<file path="src/rtl/branch_pkg.sv">
// Shared definitions for the EX-stage branch resolver: branch type codes,
// BHT reset value and the taken/saturation helper functions.
package branch_pkg;

    localparam logic [2:0] BR_NONE = 3'b000;
    localparam logic [2:0] BR_BNE  = 3'b001;
    localparam logic [2:0] BR_BEQ  = 3'b010;
    localparam logic [2:0] BR_BLEZ = 3'b011;
    localparam logic [2:0] BR_BGTZ = 3'b100;
    localparam logic [2:0] BR_BLTZ = 3'b101;
    localparam logic [2:0] BR_BGEZ = 3'b110;
    localparam logic [2:0] BR_RSVD = 3'b111;

    // Weakly not-taken.
    localparam logic [1:0] BHT_INIT = 2'b01;

    function automatic logic eh_branch(input logic [2:0] tipo);
        return (tipo != BR_NONE) && (tipo != BR_RSVD);
    endfunction

    function automatic logic [1:0] satura_contador(input logic [1:0] cnt, input logic taken);
        if (taken) begin
            return (cnt == 2'b11) ? cnt : cnt + 2'b01;
        end
        return (cnt == 2'b00) ? cnt : cnt - 2'b01;
    endfunction

    // a_neg / a_zero are the sign bit and zero test of operando_a, so the
    // function stays independent of the datapath width.
    function automatic logic avalia_taken(input logic [2:0] tipo, input logic zero_ula,
                                          input logic a_neg, input logic a_zero);
        case (tipo)
            BR_BNE:  return !zero_ula;
            BR_BEQ:  return zero_ula;
            BR_BLEZ: return a_neg || a_zero;
            BR_BGTZ: return !a_neg && !a_zero;
            BR_BLTZ: return a_neg;
            BR_BGEZ: return !a_neg;
            default: return 1'b0;
        endcase
    endfunction

endpackage

</file>
<file path="src/rtl/tabela_historico_branch.sv">
// Branch history table of 2-bit saturating counters: one combinational read
// port for fetch, one read-modify-write update port for EX.
module tabela_historico_branch
    import branch_pkg::*;
#(
    parameter int DEPTH = 16,
    parameter int IDX_W = $clog2(DEPTH)
) (
    input  logic             clk,
    input  logic             rst_n,
    input  logic [IDX_W-1:0] rd_idx,
    output logic [1:0]       rd_cnt,
    input  logic             wr_en,
    input  logic [IDX_W-1:0] wr_idx,
    input  logic             wr_taken
);

    logic [1:0] tabela_q [DEPTH];
    logic [1:0] tabela_d [DEPTH];

    // Fetch sees the registered contents, so a same-cycle update is not bypassed.
    assign rd_cnt = tabela_q[rd_idx];

    always_comb begin
        // NOTE: full default first so no path leaves tabela_d unassigned (no latch).
        tabela_d = tabela_q;
        if (wr_en) begin
            tabela_d[wr_idx] = satura_contador(tabela_q[wr_idx], wr_taken);
        end
    end

    // NOTE: the table is small flop storage, so it is reset like any other state;
    // a RAM-backed table could not be cleared in one cycle this way.
    always_ff @(posedge clk) begin
        if (!rst_n) begin
            for (int i = 0; i < DEPTH; i++) begin
                // NOTE: non-blocking assignment for every sequential update.
                tabela_q[i] <= BHT_INIT;
            end
        end else begin
            tabela_q <= tabela_d;
        end
    end

endmodule

</file>
<file path="src/rtl/controle_branch_preditor.sv">
// EX-stage branch resolver: evaluates six MIPS branch types, trains the BHT,
// flags mispredictions and holds a multi-cycle flush with the redirect PC.
module controle_branch_preditor
    import branch_pkg::*;
#(
    parameter int DATA_W       = 32,
    parameter int BHT_DEPTH    = 16,
    parameter int FLUSH_CYCLES = 2,
    parameter int CNT_W        = 16
) (
    input  logic              clk,
    input  logic              rst_n,
    input  logic [DATA_W-1:0] pc_busca,
    output logic              previsao_taken,
    input  logic              res_valid,
    output logic              res_ready,
    input  logic [2:0]        sinal_branch,
    input  logic [DATA_W-1:0] operando_a,
    input  logic              zero_ula,
    input  logic [DATA_W-1:0] pc_branch,
    input  logic [DATA_W-1:0] pc_alvo,
    input  logic              previsto_taken,
    output logic              output_controle_branch,
    output logic              mispredict,
    output logic              flush,
    output logic [DATA_W-1:0] pc_correcao,
    output logic [CNT_W-1:0]  cnt_branches,
    output logic [CNT_W-1:0]  cnt_mispredict
);

    localparam int IDX_W = $clog2(BHT_DEPTH);
    localparam int FC_W  = $clog2(FLUSH_CYCLES + 1);

    logic              taken_q, taken_d;
    logic              mispredict_q, mispredict_d;
    logic              flush_q, flush_d;
    logic [FC_W-1:0]   flush_cnt_q, flush_cnt_d;
    logic [DATA_W-1:0] pc_correcao_q, pc_correcao_d;
    logic [CNT_W-1:0]  cnt_branches_q, cnt_branches_d;
    logic [CNT_W-1:0]  cnt_mispredict_q, cnt_mispredict_d;

    logic       accept;
    logic       taken;
    logic       erro;
    logic [1:0] bht_rd;
    logic       unused_pc_busca;

    // Only the word-index bits of the fetch PC select a BHT entry.
    assign unused_pc_busca = ^{pc_busca[DATA_W-1:IDX_W+2], pc_busca[1:0]};

    tabela_historico_branch #(
        .DEPTH (BHT_DEPTH),
        .IDX_W (IDX_W)
    ) u_bht (
        .clk      (clk),
        .rst_n    (rst_n),
        .rd_idx   (pc_busca[IDX_W+1:2]),
        .rd_cnt   (bht_rd),
        .wr_en    (accept),
        .wr_idx   (pc_branch[IDX_W+1:2]),
        .wr_taken (taken)
    );

    assign res_ready = !flush_q;
    assign accept    = res_valid && res_ready && eh_branch(sinal_branch);
    assign taken     = avalia_taken(sinal_branch, zero_ula, operando_a[DATA_W-1],
                                    operando_a == '0);
    assign erro      = taken != previsto_taken;

    always_comb begin
        taken_d          = taken_q;
        mispredict_d     = 1'b0;
        flush_d          = flush_q;
        flush_cnt_d      = flush_cnt_q;
        pc_correcao_d    = pc_correcao_q;
        cnt_branches_d   = cnt_branches_q;
        cnt_mispredict_d = cnt_mispredict_q;

        // accept and an active flush are mutually exclusive through res_ready.
        if (accept) begin
            taken_d      = taken;
            mispredict_d = erro;
            if (cnt_branches_q != '1) begin
                cnt_branches_d = cnt_branches_q + 1'b1;
            end
            if (erro) begin
                pc_correcao_d = taken ? pc_alvo : pc_branch + DATA_W'(4);
                flush_d       = 1'b1;
                flush_cnt_d   = FC_W'(FLUSH_CYCLES);
                if (cnt_mispredict_q != '1) begin
                    cnt_mispredict_d = cnt_mispredict_q + 1'b1;
                end
            end
        end else if (flush_q) begin
            flush_cnt_d = flush_cnt_q - 1'b1;
            flush_d     = flush_cnt_q > FC_W'(1);
        end
    end

    always_ff @(posedge clk) begin
        if (!rst_n) begin
            taken_q          <= 1'b0;
            mispredict_q     <= 1'b0;
            flush_q          <= 1'b0;
            flush_cnt_q      <= '0;
            pc_correcao_q    <= '0;
            cnt_branches_q   <= '0;
            cnt_mispredict_q <= '0;
        end else begin
            taken_q          <= taken_d;
            mispredict_q     <= mispredict_d;
            flush_q          <= flush_d;
            flush_cnt_q      <= flush_cnt_d;
            pc_correcao_q    <= pc_correcao_d;
            cnt_branches_q   <= cnt_branches_d;
            cnt_mispredict_q <= cnt_mispredict_d;
        end
    end

    assign previsao_taken         = bht_rd[1];
    assign output_controle_branch = taken_q;
    assign mispredict             = mispredict_q;
    assign flush                  = flush_q;
    assign pc_correcao            = pc_correcao_q;
    assign cnt_branches           = cnt_branches_q;
    assign cnt_mispredict         = cnt_mispredict_q;

endmodule

</file>
<file path="config.mk">
export PLATFORM = sky130hd
export DESIGN_NAME = controle_branch_preditor
export DESIGN_NICKNAME = d
export VERILOG_FILES = /design/src/rtl/branch_pkg.sv /design/src/rtl/tabela_historico_branch.sv /design/src/rtl/controle_branch_preditor.sv
export SDC_FILE = /design/constraint.sdc
export NUM_CORES = 1
export LEC_CHECK = 0
export BUFFER_PORTS_ARGS = -buffer_cell sky130_fd_sc_hd__buf_2
export CAP_MARGIN = 15
export CORE_MARGIN = 2
export CORE_UTILIZATION = 46
export CTS_BUF_LIST = sky130_fd_sc_hd__clkbuf_2
export DETAILED_ROUTE_END_ITERATION = 10
export PLACE_DENSITY_LB_ADDON = 0.2
export SLEW_MARGIN = 10
export SYNTH_ARGS = -nofsm -noshare
export SYNTH_HDL_FRONTEND = slang
export SYNTH_SLANG_ARGS = --single-unit
</file>
<file path="constraint.sdc">
create_clock -name clk -period 2.2 [get_ports clk]
set_clock_uncertainty 0.05 [all_clocks]
set_input_delay 0.33 -clock clk [delete_from_list [all_inputs] [get_ports clk]]
set_output_delay 0.33 -clock clk [all_outputs]
set_load 0.01 [all_outputs]
</file>
**Word-level counts from Yosys, hierarchy flattened**

Index checks and enable logic that the tools add are counted.

- Register bits: 101
- Logic and storage cells: 90
- Bits of input ports: 136
- Output and inout bits: 69

- Reductions and logical operators: 19
- Muxes and demuxes: 24
- Order comparisons: 4
- Equal/unequal tests: 12
- Bitwise operators: 2
- $add $sub $neg: 6

Operator list:

| cell | number |
|---|---|
| adder 16 x 1 -> 16 bit, second input constant | 2 |
| adder 32 x 3 -> 32 bit, second input constant | 1 |
| bitwise mux 32 bit | 1 |
| logical NOT 32 bit | 1 |
| two-way mux 32 bit | 1 |
| inequality test 16 bit, second input constant | 2 |
| two-way mux 2 bit | 13 |
| binary-select mux 2 bit (select 4 bit) | 2 |
| greater-or-equal comparator 5 bit, second input constant | 2 |
| inverter 4 -> 5 bit | 2 |
| equality test 3 bit, second input constant | 3 |
| demux 2 bit (select 4 bit) | 1 |
| AND reduction 2 bit | 4 |
| equality test 3 x 2 -> 1 bit, second input constant | 2 |
| one-hot mux 1 bit (6 select lines) | 1 |
| logical AND 1 bit | 5 |
| less-than comparator 5 x 1 -> 1 bit, second input constant | 1 |
| two-way mux 1 bit | 5 |
| logical NOT 1 bit | 4 |
| subtractor 2 x 1 -> 2 bit, second input constant | 2 |
| equality test 3 x 1 -> 1 bit, second input constant | 1 |
| inequality test 3 bit, second input constant | 1 |
| AND reduction 3 bit | 1 |
| nonzero test 3 bit | 1 |
| other kinds (8) | 8 |

**Depth between registers and ports, before layout**

- Word-level depth: 10
- Mapped depth: 10
- Gate-level depth less buffers: 8

**Cells and area by module**

Synthesis repeated with hierarchy kept, for this count alone.

- Cells, all modules: 639
- Area total of the unflattened synthesis: 5669.2 µm²

By module, submodules not included:

| module | area an instance (µm²) | seq. area each (µm²) | times used | cells each |
|---|---|---|---|---|
| controle_branch_preditor | 3703.6 | 1381.3 | 1 | 443 |
| tabela_historico_branch | 1965.6 | 640.6 | 1 | 196 |

**Least setup slack after synthesis**

OpenSTA, ideal clock, no wires.

- Kind: input to register
- From: input port pc_branch[2]
- To: register pc_correcao_q[30], in the netlist pc_correcao[30]
- Cell stages on the path: 9
- Setup slack: -0.222 ns
- Setup time: 0.122 ns
- Buffers on the path: 1
- Data arrival time: 2.250 ns
- Cells stage by stage: ha_1 > clkbuf_1 > nand4_1 > nor4_1 > and4_1 > nand4_1 > xor2_1 > nor2_1 > a221o_1

- Longest elaborated chain between the ends: 2

Ends and longest elaborated chain:

| element | RTL line | source |
|---|---|---|
| start, declared | controle_branch_preditor.sv:20 | `input logic [DATA_W-1:0] pc_branch,` |
| adder 32 x 3 -> 32 bit | controle_branch_preditor.sv:87 | `pc_correcao_d = taken ? pc_alvo : pc_branch + DATA_W'(4);` |
| two-way mux 32 bit | controle_branch_preditor.sv:87 |  |
| end signal, assigned | controle_branch_preditor.sv:114 | `pc_correcao_q <= pc_correcao_d;` |
| end, declared | controle_branch_preditor.sv:38 | `logic [DATA_W-1:0] pc_correcao_q, pc_correcao_d;` |

No other way between the ends.
A chain may end at the register's enable or synchronous reset.

**Worst setup path in the final report**

- From: register u_bht.tabela_q[1] (netlist bit)
- To: output port previsao_taken

- Longest elaborated chain between the ends: 3

Ends and longest elaborated chain:

| element | RTL line | source |
|---|---|---|
| start, declared | tabela_historico_branch.sv:18 | `logic [1:0] tabela_q [DEPTH];` |
| start signal, assigned | tabela_historico_branch.sv:41 | `tabela_q <= tabela_d;` |
| binary-select mux 2 bit (select 4 bit) | tabela_historico_branch.sv:22 | `assign rd_cnt = tabela_q[rd_idx];` |
| two-way mux 2 bit (implied by the code) (2 in a row) | tabela_historico_branch.sv:22 |  |
| end, declared | controle_branch_preditor.sv:14 | `output logic previsao_taken,` |

No other way between the ends. The select of a mux whose other input is x is not followed.

==> key figures <==
Outcome
  – Status: finished with violations
  – Violated checks: setup timing

Global route
  – Largest net degree at the start of global routing: 51
  – First-pass GRT wire length: 25,400 um
  – GRT Total Usage: 24.8%
  – Total grt overflow: 0
  – Vias in the first global route: 5,425
  – Initial antenna violation count: 1

Drt
  – Initial DRC Count: ~340
  – Vias/cell: 5.58
  – Routed wire length: 15,700 um
  – DRC viols: 0
  – Vias: 5,525
  – Total iterations of the first detailed-routing run: 4
  – ANT nets after route: 0
  – Routed len/inst: around 16 um

Synthesis
  – Post-synthesis sequential area ratio: 37.7%
  – Number of library cell types mapped by synthesis: 52
  – Area contributors post-synth: dfxtp_1 38%, mux2i_1 6.9%, mux4_2 5.9%
  – Area share of the largest cell type after synthesis: between 30% and 40%
  – Post-Syn Nets: roughly 740
  – Post-synth EDFFs: 0
  – Flops & latches, synth: about 100
  – FFs w/ async S/R, synth: 0%
  – Mapped Avg Cell Area: 8.95 um^2
  – Area leader, netlist: dfxtp_1
  – Warnings from Yosys: 0
  – Ys flop type: dfxtp_1
  – Mapped Cells: 599
  – Mapped cell area: 0.00536 mm^2

Clock tree
  – Cts bufs inserted: 9
  – TritonCTS Sinks: a little over 100
  – Clk_lat worst skew: 620 ps
  – Root Buffer: clkbuf_2
  – Worst-path clk slew: 300 ps
  – Bufs on Longest Clock Path: 2
  – H-tree Lvls: 3
  – CTS tree: done

Floorplanning
  – # rows: 39
  – Die W: 112 um
  – Initial core utilization: a little under half
  – Die Y: ~110 um
  – Core area: 0.0114 mm^2
  – # IOs: 205
  – Die ar.: 0.0125 mm^2

Power and ir drop
  – Power per cell area: 504 mW/mm^2
  – Net Sw Frac: between 30% and 40%
  – Clock network power share: 26.6%
  – Pwr Total: approximately 3.7 mW
  – Flop pwr share: approximately 53%
  – Leakage: 3.28 nW
  – Comb pwr share: 20.2%
  – Maximum VDD drop: 538 uV
  – Pint: 2.55 mW
  – Switching pwr: 1.11 mW

Setup path
  – Setup crit start kind: flop
  – Worst EP arrival: 2100 ps
  – Required time worst endpoint: 1820 ps
  – Critical Path Fanout Max: 2
  – Critical path capture point type: primary output
  – Crit Path Class: reg2out

Timing
  – Max-slew headroom: 31.2%
  – Hold Vio Cnt, Final: 0
  – Final setup fails: 33
  – Slew @ Worst Pin: 1020 ps
  – RSZ-0062 raised after global routing: yes
  – Post-route minimum period: 2480 ps
  – Fin worst setup slack: -282 ps
  – Fin crit share: 113%
  – Maximum clock rate: 403 MHz
  – Final Slew Violations: 0

Placed design
  – Detailed placement HPWL: 11,300 um
  – Port Buf Inserts: 176
  – GP Congestion: 0.857
  – Setup WS pre-CTS: -395 ps
  – DP Cell Count: 925

Cells and area
  – Area Growth Syn to Fin: 35.6%
  – Layout cell share with drive strength beyond 1: 32.0%
  – Filler cell count: 966
  – Nets: 984
  – Layout Cells excl Fill: 990
  – Final core area utilization: between 60% and 70%

Job
  – Max-cap violation count: 0

Worst hold path
  – Hold Path Class: in2reg
[cells in the final DEF (no fill, tap or decap), types with 12 or more instances in the layout]
cell	instances
buf_2	175
dfxtp_1	96
nor2_1	73
nand2_1	51
dlygate4sd3_1	43
mux2i_1	36
buf_4	36
nand3_1	33
xor2_1	29
nand4_1	25
o21ai_0	21
a21oi_1	18
a221o_1	18
and3_1	16
mux4_2	14
xnor2_1	14
or3_1	12
[critical path: stages, from the launching register on]
cell     delay [ps]
dfxtp_2         390
mux4_2          470
mux4_2          500
buf_6           140
[routing by layer]
layer	vias up	wire (um)	GRT usage, %
met5	-	0	0
met4	0	599	12.4
met3	48	654	3.86
met2	147	7880	42.9
met1	2652	6530	30.1
li1	2678	-	-
[registers in the layout, summed over array words and instances (netlist names)]
name / cells
flush_cnt_q: 2
mispredict: 1
u_bht.tabela_q: 32
output_controle_branch: 1
cnt_mispredict: 16
pc_correcao: 32
cnt_branches: 16
flush: 1
[path summary, 6_finish.rpt]
check,cells past startpoint,start,to,slack (ps)
worst min-delay path,4,pc_branch[23],pc_correcao[23]$_SDFFE_PN0P_,40
worst min register to register,2,pc_correcao[22]$_SDFFE_PN0P_,pc_correcao[22]$_SDFFE_PN0P_,450
worst max register to register,6,u_bht.tabela_q[7]$_SDFFE_PN0P_,u_bht.tabela_q[9]$_SDFFE_PN0P_,-110
worst max-delay path,3,u_bht.tabela_q[1]$_SDFFE_PN0P_,previsao_taken,-280
[logic make-up after synthesis]
family / after synthesis / synth area share (%)
xor gates and xnor gates: 43 / 7.03
AOI/OAI and AO/OA: 87 / 11.4
DFF: 101 / 37.7
buffers and inverters: 42 / 3.31
and+or+nand+nor: 264 / 25.0
muxes: 53 / 13.5
adders and majority gates: 9 / 2.05
[cells in the mapped netlist, drive strengths merged (2+ instances only)]
cell and number:
mux2i 37, mux4 15, a211o 2, nor2b 5, o2111a 2, a21o 2, nor2 75, nand4 26
nor3 6, o22ai 6, o31a 3, and2 7, and3 16, dfxtp 101, nand3 34, xor2 29
o21ai 21, a31oi 2, nand2b 8, maj3 2, or4 2, nor4 12, inv 10, and4 5
o211ai 2, xnor2 14, ha 7, o221ai 4, nand2 51, o31ai 2, a21oi 18, buf 11
or2 2, or3 12, a221o 18, clkbuf 20
[final cells by class]
cell class / instances / area, um^2 / area share, %
diodes: 1 / 2.50 / 0.0344
clock inverters: 7 / 82.6 / 1.14
repair buffers: 260 / 1680 / 23.1
flip-flops and latches: 101 / 2030 / 27.9
well taps: 143 / 179 / 2.46
inverters: 11 / 41.3 / 0.568
multi-input cells: 458 / 3210 / 44.2
clock buffers: 9 / 45.0 / 0.620
[power groups by stage]
stage | combinational, mW | sequential [mW] | clock (mW)
floorplan | 0.326 | 2.00 | 0
global placement | 0.646 | 1.98 | 0
detailed placement | 0.666 | 1.98 | 0
CTS | 0.737 | 1.95 | 1.00
global route | 0.807 | 1.96 | 1.07
finish | 0.740 | 1.95 | 0.975
[through the flow]
step | hold slack [ps] | TNS (ps) | instance area, um^2
3_5_place_dp | 403 | -23240 | 6640
6_report | 37.2 | -2680 | 7270
4_1_cts | 0.667 | -2790 | 7240
2_1_floorplan | 386 | -1330 | 5400
3_3_place_gp | 399 | -16480 | 6640
5_1_grt | 22.2 | -4880 | 7270
[repair_timing]
action / 4_1_cts / 5_1_grt
endpoints found under the hold margin: 31 / 0
pin swaps: 2 / 0
buffers inserted: 2 / 1
setup endpoints to repair: 25 / 68
gates resized for setup: 5 / 8
gates cloned: 2 / 0
hold buffers: 43 / 0
Note: power is estimated with default switching activity, not from simulation.
